`src/rtl/reset_seq_if.sv`:
```
// Control/status bundle between the reset sequencer and the chip-top logic around it.
// master drives lock and software request; slave (the sequencer) drives the channel resets and status.
interface reset_seq_if #(
    parameter int unsigned NUM_CH = 4
);
    logic              locked;
    logic              sw_rst_req;
    logic [NUM_CH-1:0] ch_rstn;
    logic              all_released;
    logic              busy;
    logic              lock_lost;

    modport master (
        output locked,
        output sw_rst_req,
        input  ch_rstn,
        input  all_released,
        input  busy,
        input  lock_lost
    );

    modport slave (
        input  locked,
        input  sw_rst_req,
        output ch_rstn,
        output all_released,
        output busy,
        output lock_lost
    );
endinterface

```
`src/rtl/reset_seq.sv`:
```
// Reset sequencer: qualifies clock-manager lock, stretches reset, then releases
// NUM_CH active-low reset channels in order with a fixed gap between them.
module reset_seq #(
    parameter int unsigned NUM_CH         = 4,
    parameter int unsigned LOCK_FILTER    = 4,
    parameter int unsigned STRETCH_CYCLES = 16,
    parameter int unsigned STAGE_GAP      = 8,
    parameter int unsigned CNT_W          = 8
) (
    input  logic        clk,
    input  logic        resetn,
    reset_seq_if.slave  bus
);

    localparam int unsigned IDX_W = $clog2(NUM_CH + 1);
    localparam logic [CNT_W-1:0] FILT_LAST    = CNT_W'(LOCK_FILTER - 1);
    localparam logic [CNT_W-1:0] STRETCH_LAST = CNT_W'(STRETCH_CYCLES - 1);
    localparam logic [CNT_W-1:0] GAP_LAST     = CNT_W'(STAGE_GAP - 1);
    localparam logic [IDX_W-1:0] IDX_FINAL    = IDX_W'(NUM_CH - 1);

    typedef enum logic [1:0] {
        HOLD    = 2'd0,
        STRETCH = 2'd1,
        RELEASE = 2'd2,
        RUN     = 2'd3
    } state_t;

    state_t            state, state_nxt;
    logic [CNT_W-1:0]  cnt, cnt_nxt;
    logic [IDX_W-1:0]  idx, idx_nxt;
    logic [1:0]        sync_q;
    logic              locked_s;
    logic              lock_drop;

    logic [NUM_CH-1:0] ch_q, ch_nxt;
    logic              all_rel_q, all_rel_nxt;
    logic              busy_q, busy_nxt;
    logic              lost_q, lost_nxt;

    assign locked_s  = sync_q[1];
    // Lock loss only matters once the filter has been passed.
    assign lock_drop = !locked_s && (state != HOLD);

    // State, datapath and registered outputs
    always_ff @(posedge clk or negedge resetn) begin
        if (!resetn) begin
            sync_q    <= '0;
            state     <= HOLD;
            cnt       <= '0;
            idx       <= '0;
            ch_q      <= '0;
            all_rel_q <= 1'b0;
            busy_q    <= 1'b1;
            lost_q    <= 1'b0;
        end else begin
            sync_q    <= {sync_q[0], bus.locked};
            state     <= state_nxt;
            cnt       <= cnt_nxt;
            idx       <= idx_nxt;
            ch_q      <= ch_nxt;
            all_rel_q <= all_rel_nxt;
            busy_q    <= busy_nxt;
            lost_q    <= lost_nxt;
        end
    end

    // Next state, counter and channel index
    always_comb begin
        state_nxt = state;
        cnt_nxt   = cnt;
        idx_nxt   = idx;
        if (lock_drop || bus.sw_rst_req) begin
            state_nxt = HOLD;
            cnt_nxt   = '0;
            idx_nxt   = '0;
        end else begin
            case (state)
                HOLD: begin
                    if (!locked_s) begin
                        cnt_nxt = '0;
                    end else if (cnt == FILT_LAST) begin
                        state_nxt = STRETCH;
                        cnt_nxt   = '0;
                    end else begin
                        cnt_nxt = cnt + CNT_W'(1);
                    end
                end
                STRETCH: begin
                    if (cnt == STRETCH_LAST) begin
                        state_nxt = (NUM_CH == 1) ? RUN : RELEASE;
                        cnt_nxt   = '0;
                        idx_nxt   = IDX_W'(1);
                    end else begin
                        cnt_nxt = cnt + CNT_W'(1);
                    end
                end
                RELEASE: begin
                    if (cnt == GAP_LAST) begin
                        cnt_nxt = '0;
                        idx_nxt = idx + IDX_W'(1);
                        if (idx == IDX_FINAL) begin
                            state_nxt = RUN;
                        end
                    end else begin
                        cnt_nxt = cnt + CNT_W'(1);
                    end
                end
                default: begin
                end
            endcase
        end
    end

    // Next values of the registered outputs
    always_comb begin
        ch_nxt   = ch_q;
        lost_nxt = lost_q;
        if (lock_drop) begin
            ch_nxt   = '0;
            lost_nxt = 1'b1;
        end else if (bus.sw_rst_req) begin
            ch_nxt   = '0;
            lost_nxt = 1'b0;
        end else begin
            case (state)
                STRETCH: begin
                    if (cnt == STRETCH_LAST) begin
                        ch_nxt[0] = 1'b1;
                    end
                end
                RELEASE: begin
                    if (cnt == GAP_LAST) begin
                        for (int i = 0; i < NUM_CH; i++) begin
                            if (IDX_W'(i) == idx) begin
                                ch_nxt[i] = 1'b1;
                            end
                        end
                    end
                end
                default: begin
                end
            endcase
        end
        all_rel_nxt = (state_nxt == RUN);
        busy_nxt    = (state_nxt != RUN);
    end

    assign bus.ch_rstn      = ch_q;
    assign bus.all_released = all_rel_q;
    assign bus.busy         = busy_q;
    assign bus.lock_lost    = lost_q;

endmodule

```
`src/flat_wrapper.sv`:
```
// flat-port wrapper written by rule: the top's interface ports become plain ports
module reset_seq_flat 
#(
    parameter int unsigned NUM_CH         = 4,
    parameter int unsigned LOCK_FILTER    = 4,
    parameter int unsigned STRETCH_CYCLES = 16,
    parameter int unsigned STAGE_GAP      = 8,
    parameter int unsigned CNT_W          = 8
)
  (clk, resetn, bus_locked, bus_sw_rst_req, bus_ch_rstn, bus_all_released, bus_busy, bus_lock_lost);
  reset_seq_if #(.NUM_CH(NUM_CH)) bus_i ();
  input  logic clk;
  input  logic resetn;
  input wire logic [$bits(bus_i.locked)-1:0] bus_locked;
  input wire logic [$bits(bus_i.sw_rst_req)-1:0] bus_sw_rst_req;
  output wire logic [$bits(bus_i.ch_rstn)-1:0] bus_ch_rstn;
  output wire logic [$bits(bus_i.all_released)-1:0] bus_all_released;
  output wire logic [$bits(bus_i.busy)-1:0] bus_busy;
  output wire logic [$bits(bus_i.lock_lost)-1:0] bus_lock_lost;
  assign bus_i.locked = bus_locked;
  assign bus_i.sw_rst_req = bus_sw_rst_req;
  assign bus_ch_rstn = bus_i.ch_rstn;
  assign bus_all_released = bus_i.all_released;
  assign bus_busy = bus_i.busy;
  assign bus_lock_lost = bus_i.lock_lost;
  reset_seq #(.NUM_CH(NUM_CH), .LOCK_FILTER(LOCK_FILTER), .STRETCH_CYCLES(STRETCH_CYCLES), .STAGE_GAP(STAGE_GAP), .CNT_W(CNT_W)) u_core (.clk(clk), .resetn(resetn), .bus(bus_i));
endmodule
```
`config.mk`:
```
export PLATFORM = sky130hd
export DESIGN_NAME = reset_seq_flat
export DESIGN_NICKNAME = d
export VERILOG_FILES = /design/src/rtl/reset_seq_if.sv /design/src/rtl/reset_seq.sv /design/src/flat_wrapper.sv
export SDC_FILE = /design/constraint.sdc
export NUM_CORES = 1
export LEC_CHECK = 0
export CELL_PAD_IN_SITES_DETAIL_PLACEMENT = 0
export CELL_PAD_IN_SITES_GLOBAL_PLACEMENT = 1
export CORE_MARGIN = 2
export CORE_UTILIZATION = 36
export DETAILED_ROUTE_END_ITERATION = 12
export HOLD_SLACK_MARGIN = 0.06
export PLACE_DENSITY = 0.72
export SLEW_MARGIN = 20
export SYNTH_ARGS = -nofsm -noshare
export SYNTH_HDL_FRONTEND = slang
export SYNTH_SLANG_ARGS = --single-unit
export TNS_END_PERCENT = 10
```
`constraint.sdc`:
```
create_clock -name clk -period 2.85 [get_ports clk]
set_clock_uncertainty 0.1 [all_clocks]
set_input_delay 0.57 -clock clk [delete_from_list [all_inputs] [get_ports clk]]
set_output_delay 0.57 -clock clk [all_outputs]
set_load 0.01 [all_outputs]
```
# [Yosys cells after proc, flatten, opt, wreduce, memory -nomap -nowiden]
# Cells that the tools add are included.
[classes] add_sub_neg=2 eq_ne=16 n_mux=29 n_reduce_logical=20
[op_table] operator="2-to-1 mux 8 bit" n=5
[op_table] operator="one-hot mux 8 bit (3 select lines)" n=1
[op_table] operator="nonzero test 3 bit" n=6
[op_table] operator="2-to-1 mux 2 bit" n=6
[op_table] operator="2-to-1 mux 3 bit" n=4
[op_table] operator="2-to-1 mux 4 bit" n=3
[op_table] operator="!= test 4 x 2 -> 1 bit (second input constant)" n=3
[op_table] operator="AND reduction 3 bit" n=4
[op_table] operator="adder 8 x 1 -> 8 bit (second input constant)" n=1
[op_table] operator="equality test 8 x 2 -> 1 bit (second input constant)" n=1
[op_table] operator="equality test 8 x 3 -> 1 bit (second input constant)" n=1
[op_table] operator="equality test 8 x 4 -> 1 bit (second input constant)" n=1
[op_table] operator="nonzero test 4 bit" n=2
[op_table] operator="2-to-1 mux 1 bit" n=7
[op_table] operator="equality test 2 x 3 -> 1 bit (first input constant)" n=2
[op_table] operator="!= test 3 x 1 -> 1 bit (second input constant)" n=2
[op_table] operator="one-hot mux 2 bit (3 select lines)" n=1
[op_table] operator="one-hot mux 3 bit (2 select lines)" n=1
[op_table] operator="equality test 2 bit (second input constant)" n=2
[op_table] operator="AND reduction 4 bit" n=1
[op_table] operator="nonzero test 2 bit" n=2
[op_table] operator="adder 3 x 1 -> 3 bit (second input constant)" n=1
[op_table] operator="equality test 1 x 3 -> 1 bit (first input constant)" n=1
[op_table] operator="equality test 3 x 2 -> 1 bit (second input constant)" n=1
[op_table] operator="other kinds (8)" n=8
[word_totals] ff_bits=22 in_bits=4 out_inout_bits=7 elab_cells=78

# [Logic depth before layout (Yosys ltp)]
# Gate-level depths: netlist (run 1).
[depth] ltp_word=6 depth_mapped=8 mapped_depth_nobuf=7

# [Least setup slack after synthesis (run 1)]
# OpenSTA, ideal clock, no wires.
[synth_timing] path_type="register -> register" start="register u_core.cnt[5]" end="register u_core.cnt[5]" setup_ps=121 arrival_time_ps=1826 t_required_ps=2629 slack_ps=803 stages_incl_launch_ff=7 path_buffers=1 synth_period_minus_slack_ps=2047 path_cell_list="dfrtp_1 or4_1 buf_2 nor4_4 o31a_4 o21ai_2 a22o_1"
[synth_between] elab_chain_len=5 elab_cells_between_ends=10 cone_classes="add/sub: 1; eq/ne: 3; mux: 6"
[synth_lines] element="from (decl)" line_no="reset_seq.sv:29" rtl="logic [CNT_W-1:0] cnt, cnt_nxt;"
[synth_lines] element="from (signal assigned)" line_no="reset_seq.sv:58" rtl="cnt <= cnt_nxt;"
[synth_lines] element="adder 8 x 1 -> 8 bit / equality test 8 x 2 -> 1 bit (equally long branches)"
[synth_lines] element="2-to-1 mux 8 bit" line_no="reset_seq.sv:81" rtl="end else if (cnt == FILT_LAST) begin"
[synth_lines] element="2-to-1 mux 8 bit" line_no="reset_seq.sv:79" rtl="if (!locked_s) begin"
[synth_lines] element="one-hot mux 8 bit (3 select lines) (*)" line_no="reset_seq.sv:77" rtl="case (state)"
[synth_lines] element="2-to-1 mux 8 bit (*)" line_no="reset_seq.sv:72" rtl="if (lock_drop || bus.sw_rst_req) begin"
# Every way passes the cells marked *; elsewhere a longest branch is shown, timed or not.
# A chain may end at the register's enable or synchronous reset.

# [Worst setup path after layout (run 1)]
[layout_timing] start="register u_core.state[1]" end="register u_core.cnt[7]"
[layout_between] elab_chain_len=4 elab_cells_between_ends=9 cone_classes="eq/ne: 2; mux: 2; reduce/logical: 5"
[layout_lines] element="from (decl)" line_no="reset_seq.sv:28" rtl="state_t state, state_nxt;"
[layout_lines] element="from (signal assigned)" line_no="reset_seq.sv:57" rtl="state <= state_nxt;"
[layout_lines] element="parallel branches: the longest is 4 deep, another holds one-hot mux 8 bit (3 select lines)"
# Several ways; the timed one is not identified.

==> results of run 1 <==
==> metal layers <==
layer / GRT usage / vias up
li1: - / 521
met1: 0.189 / 516
met2: 0.234 / 14
met3: 0.0365 / 2
met4: 0.0239 / 0
met5: 0 / -
==> sequential cells by signal (all words and copies together), names as in the netlist <==
name and count:
u_core.cnt 8, u_core.bus.ch_rstn 4, u_core.idx 3, u_core.state 2, u_core.sync_q 2, u_core.bus.all_released 1
u_core.bus.busy 1, u_core.bus.lock_lost 1
==> through the flow <==
stage / area, µm² / util / instances / total power, mW / hold WS (ns)
finish: 1520 / 0.421 / 197 / 0.556 / 0.264
global route: 1520 / 0.421 / 197 / 0.584 / 0.276
CTS: 1520 / 0.421 / 197 / 0.561 / 0.267
detailed placement: 1470 / 0.409 / 193 / 0.366 / 0.249
global placement: 1470 / 0.409 / 193 / 0.365 / 0.232
floorplan: 1320 / - / 139 / 0.346 / 0.174
==> layout make-up <==
cell class                      instances  share of cell area
Inverter                                7              0.0173
Clock buffer                            4              0.0297
Multi-Input combinational cell        104               0.474
Tap cell                               48              0.0395
Timing Repair Buffer                   12              0.0758
Sequential cell                        22               0.363
==> critical path: stages (launching register included) <==
cell,delay [ns]
dfrtp_1,0.43
inv_1,0.11
ha_1,0.31
or3_1,0.45
nor3b_1,0.44
nor2_2,0.14
a22o_1,0.23
==> final timing paths <==
| kind | start | to | cells past startpoint |
|---|---|---|---|
| max | u_core.state[1] | u_core.cnt[7] | 6 |
| min | u_core.sync_q[0] | u_core.sync_q[1] | 0 |
| min in group asynchronous | resetn | u_core.sync_q[0] | 1 |
| min reg2reg | u_core.sync_q[0] | u_core.sync_q[1] | 0 |
| max reg2reg | u_core.state[1] | u_core.cnt[7] | 6 |
| max in group asynchronous | resetn | u_core.bus.busy | 2 |
==> cells by family (layout without fill, tap and decap cells) <==
group | Yosys count | after routing | share of synthesized area
and+or+nand+nor | 50 | 50 | 0.221
AOI/OAI and AO/OA | 44 | 44 | 0.229
DFF | 22 | 22 | 0.417
buffers and inverters | 13 | 23 | 0.0378
adders and majority gates | 10 | 10 | 0.0946
==> power groups by stage <==
stage	Clock [mW]	Sequential, mW	Combinational, mW
detailed placement	0	0.327	0.0397
CTS	0.200	0.320	0.0398
global placement	0	0.326	0.0390
floorplan	0	0.325	0.0209
finish	0.197	0.320	0.0390
global route	0.219	0.321	0.0439
==> placed cells by master, fill, tap and decap left out, types with 2 or more instances in the layout <==
cell / synthesis / routed
a21o_1: 2 / 2
a21oi_1: 11 / 11
a22o_1: 5 / 5
and3_1: 5 / 5
buf_4: 0 / 2
clkbuf_8: 0 / 3
clkdlybuf4s50_1: 0 / 10
dfrtp_1: 21 / 21
ha_1: 10 / 10
inv_1: 7 / 7
nand2_1: 9 / 9
nand3_1: 3 / 3
nor2_1: 9 / 9
nor2b_1: 5 / 5
nor3_1: 2 / 2
nor3b_1: 2 / 2
o21ai_0: 8 / 8
o21ai_1: 3 / 3
o31ai_1: 2 / 2
or2_2: 3 / 3
or3_1: 2 / 2
==> impl_metrics.sql, run 1 <==
INSERT INTO impl_metrics (metric_group, metric, value, unit) VALUES
('critical_path', 'critical_path.max_fanout', '8', ''),
('timing', 'crit_path_setup_slack_layout', '0.539', 'ns'),
('floorplan', 'design.die.area', '4170', 'µm²'),
('power', 'pwr-share-clk', '0.354', ''),
('synth', 'synth.most_common_cell', 'dfrtp_1', ''),
('global_routing', 'grt_pass1_vias', '1020', ''),
('synth', 'netlist-cell-type-count', '44', ''),
('worst_hold_path', 'worst_hold_path_type', 'flip-flop to flip-flop', ''),
('routing', 'routed.top_layer', 'met4', ''),
('routing', 'total_length_of_routed_met3_wires', '83', 'µm'),
('routing', 'drtIter0Drc', '34', ''),
('cts', 'insertion_delay', '0.26', 'ns'),
('cts', 'cts_repair_resize_count', '0', ''),
('floorplan', 'die_w', '64.6', 'µm'),
('critical_path', 'critical_path_arrival', '2.37', 'ns'),
('final_layout', 'fillerInstances', '356', ''),
('synth', 'syn_avg_cell_area', '9.51', 'µm²'),
('synth', 'synthesis.area', '1320', 'µm²'),
('routing', 'drc_errors', '0', ''),
('synth', 'synth_cell_count_leaders', 'dfrtp_1, a21oi_1, ha_1', ''),
('synth', 'ys_warn_count', '0', ''),
('global_routing', 'grt_max_degree', '13', ''),
('synth', 'synth_top_cells_by_area', 'dfrtp_1, ha_1, a21oi_1', ''),
('timing', 'rsz0062_at_grt', 'false', ''),
('floorplan', 'die-height', '64.6', 'µm'),
('routing', 'vias', '1053', ''),
('power', 'vdd_drop_max', '0.229', 'mV'),
('critical_path', 'crit_required', '2.90', 'ns'),
('cts', 'ctsLongestPathBuffers', '2', ''),
('routing', 'viasPerCell', '5.35', ''),
('global_routing', 'grt_usage', '0.141', ''),
('timing', 'post-route-min-period', '2.31', 'ns'),
('floorplan', 'ios', '11', ''),
('synth', 'postSynthNetCount', '153', ''),
('synth', 'synth.top_cell.area_share', '0.397', ''),
('synth', 'synth.ff_latch_count', '22', ''),
('placed_design', 'routabilityCongestion', '0.752', ''),
('power', 'netSwitchingPower', '0.123', 'mW'),
('final_layout', 'drive_gt1_frac', '0.114', ''),
('cts', 'cts.sinks', '22', ''),
('routing', 'count_of_tritonroute_iterations_in_the_first_routing_pass', '4', ''),
('critical_path', 'rrSetupSlack', '0.54', 'ns'),
('cts', 'root_buffer', 'clkbuf_8', ''),
('floorplan', 'fp.coreArea', '3610', 'µm²'),
('synth', 'synth_top_flop_cell', 'dfrtp_1', ''),
('timing', 'max_freq', '433', 'MHz'),
('final_layout', 'final_net_count', '164', ''),
('routing', 'drt.antenna.violating_nets', '0', ''),
('cts', 'numCtsBuffers', '3', ''),
('final_layout', 'flow.area_growth_from_synthesis', '14.9', '%'),
('floorplan', 'initial_core_util', '0.367', ''),
('final_layout', 'antennaDiodeCount', '0', ''),
('timing', 'share_of_the_clock_period_used_by_the_worst_path', '0.811', ''),
('power', 'power.share.combinational', '0.070', ''),
('placed_design', 'dp.final_hpwl', '2050', 'µm'),
('timing', 'finalMaxSlewViolations', '0', ''),
('placed_design', 'port_buffers', '10', ''),
('power', 'internal-power', '0.433', 'mW'),
('routing', 'drt-wirelength-per-cell', '13.6', 'µm'),
('outcome', 'result_of_the_run', 'finished, final reports clean', ''),
('global_routing', 'grt_first_pass_wirelength', '4630', 'µm'),
('power', 'pwr-share-seq', '0.576', ''),
('cts', 'cts_tree', 'yes', ''),
('global_routing', 'grt_antenna_before_repair', '0', ''),
('floorplan', 'rows', '22', ''),
('cts', 'htreeDepth', '1', ''),
('critical_path', 'setup.worst_path.end_class', 'flip-flop', ''),
('timing', 'timing_hold_violations_final', '0', ''),
('timing', 'worst_slew_margin_rel', '0.610', ''),
('timing', 'timing.final.setup_violations', '0', ''),
('cts', 'clkSlewWorstSetupHoldPaths', '0.08', 'ns');
(Power assumes the default switching activity.)
==> run 2: changes to the inputs <==
==> constraint.sdc (replaced) <==
create_clock -name clk -period 2.2 [get_ports clk]
set_clock_uncertainty 0.1 [all_clocks]
set_input_delay 0.44 -clock clk [delete_from_list [all_inputs] [get_ports clk]]
set_output_delay 0.44 -clock clk [all_outputs]
set_load 0.01 [all_outputs]
==> impl_metrics.sql, run 2 (synthesis results as in run 1) <==
INSERT INTO impl_metrics (metric_group, metric, value, unit) VALUES
('critical_path', 'cp-startpoint', 'u_core.state[1]', ''),
('final_layout', 'drive_gt1_frac', '0.188', ''),
('cts', 'root_buffer', 'clkbuf_8', ''),
('cts', 'ctsLongestPathBuffers', '2', ''),
('final_layout', 'flow.area_growth_from_synthesis', '21.9', '%'),
('cts', 'htreeDepth', '1', ''),
('critical_path', 'setup.worst_path.end', 'u_core.cnt[5]', ''),
('final_layout', 'antennaDiodeCount', '0', ''),
('critical_path', 'setup.worst_path.end_class', 'flip-flop', ''),
('power', 'netSwitchingPower', '0.158', 'mW'),
('critical_path', 'critical_path_arrival', '2.13', 'ns'),
('cts', 'insertion_delay', '0.26', 'ns'),
('power', 'power-per-cell-area', '449', 'nW/µm²'),
('power', 'pwr-share-seq', '0.574', ''),
('worst_hold_path', 'worst_hold_path_type', 'flip-flop to flip-flop', ''),
('placed_design', 'dp.final_hpwl', '2130', 'µm'),
('critical_path', 'rrSetupSlack', '0.12', 'ns'),
('final_layout', 'largest_reg_flops', '8', ''),
('global_routing', 'grt_antenna_before_repair', '0', ''),
('cts', 'hold_buffers', '0', ''),
('critical_path', 'criticalPathCategory', 'flip-flop to flip-flop', ''),
('floorplan', 'fp.coreArea', '3610', 'µm²'),
('global_routing', 'grt-ovfl-total', '0', ''),
('critical_path', 'crit_required', '2.25', 'ns'),
('floorplan', 'ios', '11', ''),
('final_layout', 'most-common-layout-cells', 'dfrtp_1, buf_4, a21oi_1', ''),
('global_routing', 'grt_max_degree', '23', ''),
('routing', 'viasPerCell', '5.20', ''),
('final_layout', 'area_of_the_multi_input_gates', '732', 'µm²'),
('routing', 'vias', '1082', ''),
('outcome', 'result_of_the_run', 'finished, final reports clean', ''),
('critical_path', 'crit-reg2reg-launch', 'u_core.state[1]', ''),
('cts', 'cts_tree', 'yes', ''),
('final_layout', 'largest_register', 'u_core.cnt', ''),
('timing', 'timing_hold_violations_final', '0', ''),
('floorplan', 'initial_core_util', '0.367', ''),
('final_layout', 'postLayoutCoreUtil', '0.447', ''),
('timing', 'tns', '0', 'ns'),
('global_routing', 'grt_usage', '0.157', ''),
('final_layout', 'final_net_count', '175', ''),
('floorplan', 'die_w', '64.6', 'µm'),
('placed_design', 'port_buffers', '10', ''),
('final_layout', 'fillerInstances', '374', ''),
('final_layout', 'layout.cells.most_common', 'dfrtp_1', ''),
('cts', 'clkSlewWorstSetupHoldPaths', '0.07', 'ns'),
('routing', 'postRouteWirelength', '2830', 'µm'),
('routing', 'drt.antenna.violating_nets', '0', ''),
('timing', 'finalMaxSlewViolations', '0', ''),
('global_routing', 'grt_pass1_vias', '1147', ''),
('routing', 'drtIter0Drc', '66', ''),
('placed_design', 'cell_count_after_placement', '204', ''),
('power', 'vdd_drop_max', '0.360', 'mV'),
('floorplan', 'rows', '22', ''),
('timing', 'worst_slew_pin_slew', '0.588', 'ns'),
('power', 'pwr-share-clk', '0.349', ''),
('critical_path', 'worstSetupStartpointType', 'flip-flop', ''),
('floorplan', 'die-height', '64.6', 'µm'),
('routing', 'drt-wirelength-per-cell', '13.6', 'µm'),
('timing', 'rsz0062_at_grt', 'false', ''),
('power', 'power.share.combinational', '0.077', ''),
('timing', 'share_of_the_clock_period_used_by_the_worst_path', '0.944', ''),
('routing', 'count_of_tritonroute_iterations_in_the_first_routing_pass', '4', ''),
('power', 'totalPowerFinal', '0.724', 'mW'),
('floorplan', 'design.die.area', '4170', 'µm²'),
('timing', 'timing.final.setup_violations', '0', ''),
('final_layout', 'final_cells', '208', ''),
('job', 'drv.max_cap_violation_count', '0', ''),
('timing', 'worst_slew_margin_rel', '0.607', ''),
('critical_path', 'critical_path.max_fanout', '8', ''),
('critical_path', 'worst_r2r_path_depth', '8', ''),
('final_layout', 'final-seq-area', '552', 'µm²'),
('critical_path', 'r2r-end', 'u_core.cnt[5]', ''),
('timing', 'post-route-min-period', '2.08', 'ns'),
('cts', 'cts.sinks', '22', ''),
('cts', 'numCtsBuffers', '3', ''),
('global_routing', 'grt_first_pass_wirelength', '5200', 'µm'),
('power', 'leakage', '0.725', 'nW'),
('power', 'internal-power', '0.565', 'mW'),
('timing', 'max_freq', '481', 'MHz'),
('power', 'net_switching_fraction_of_the_power', '0.219', ''),
('routing', 'drc_errors', '0', ''),
('placed_design', 'routabilityCongestion', '0.840', '');
[run 2: worst min path at each step]
stage                                         end        startpoint  slack, ns  cells past startpoint
after floorplan           u_core.bus.all_released            resetn       0.04                      0
after global placement           u_core.sync_q[1]  u_core.sync_q[0]       0.23                      0
after detailed placement         u_core.sync_q[1]  u_core.sync_q[0]       0.24                      0
after CTS                        u_core.sync_q[1]  u_core.sync_q[0]       0.26                      0
after global routing             u_core.sync_q[1]  u_core.sync_q[0]       0.28                      0
final                            u_core.sync_q[1]  u_core.sync_q[0]       0.25                      0
[run 2: power groups by stage]
stage                     logic [mW]  registers [mW]  clock network (mW)
after floorplan               0.0271           0.421                   0
after global placement        0.0557           0.423                   0
after detailed placement      0.0564           0.423                   0
after CTS                     0.0566           0.415               0.265
after global routing          0.0622           0.417               0.285
final                         0.0556           0.415               0.253
[run 2: final cells by class]
cell class,count,area share
Multi-Input combinational cell,104,0.454
Clock buffer,4,0.0279
Timing Repair Buffer,23,0.123
Inverter,7,0.0163
Tap cell,48,0.0372
Sequential cell,22,0.342
[run 2: critical path, stage by stage (launching register included)]
cell     delay, ns
dfrtp_1       0.47
inv_1         0.12
ha_1          0.21
buf_4         0.17
or2_2         0.28
o31ai_2       0.09
o31a_4        0.23
o21ai_2       0.07
a22o_1        0.23
[run 2: what timing repair did]
item | 4_1_cts | 5_1_grt
resized for setup | 0 | 3
buffers inserted | 0 | 0
setup endpoints to repair | 0 | 11
[run 2: routing by layer]
metal | vias to the layer above | part of all wire | GRT usage
li1 | 543 | - | -
met1 | 523 | 0.48 | 0.209
met2 | 14 | 0.49 | 0.262
met3 | 2 | 0.020 | 0.0313
met4 | 0 | 0.0053 | 0.0399
met5 | - | 0 | 0
[run 2: metrics by stage]
stage | instance area [µm²] | setup WS (ns) | hold slack, ns
after floorplan | 1320 | 0.153 | 0.0444
after global placement | 1560 | 0.0862 | 0.234
after detailed placement | 1560 | 0.0591 | 0.240
after CTS | 1600 | 0.0369 | 0.259
after global routing | 1610 | 0.0356 | 0.275
final | 1610 | 0.123 | 0.254
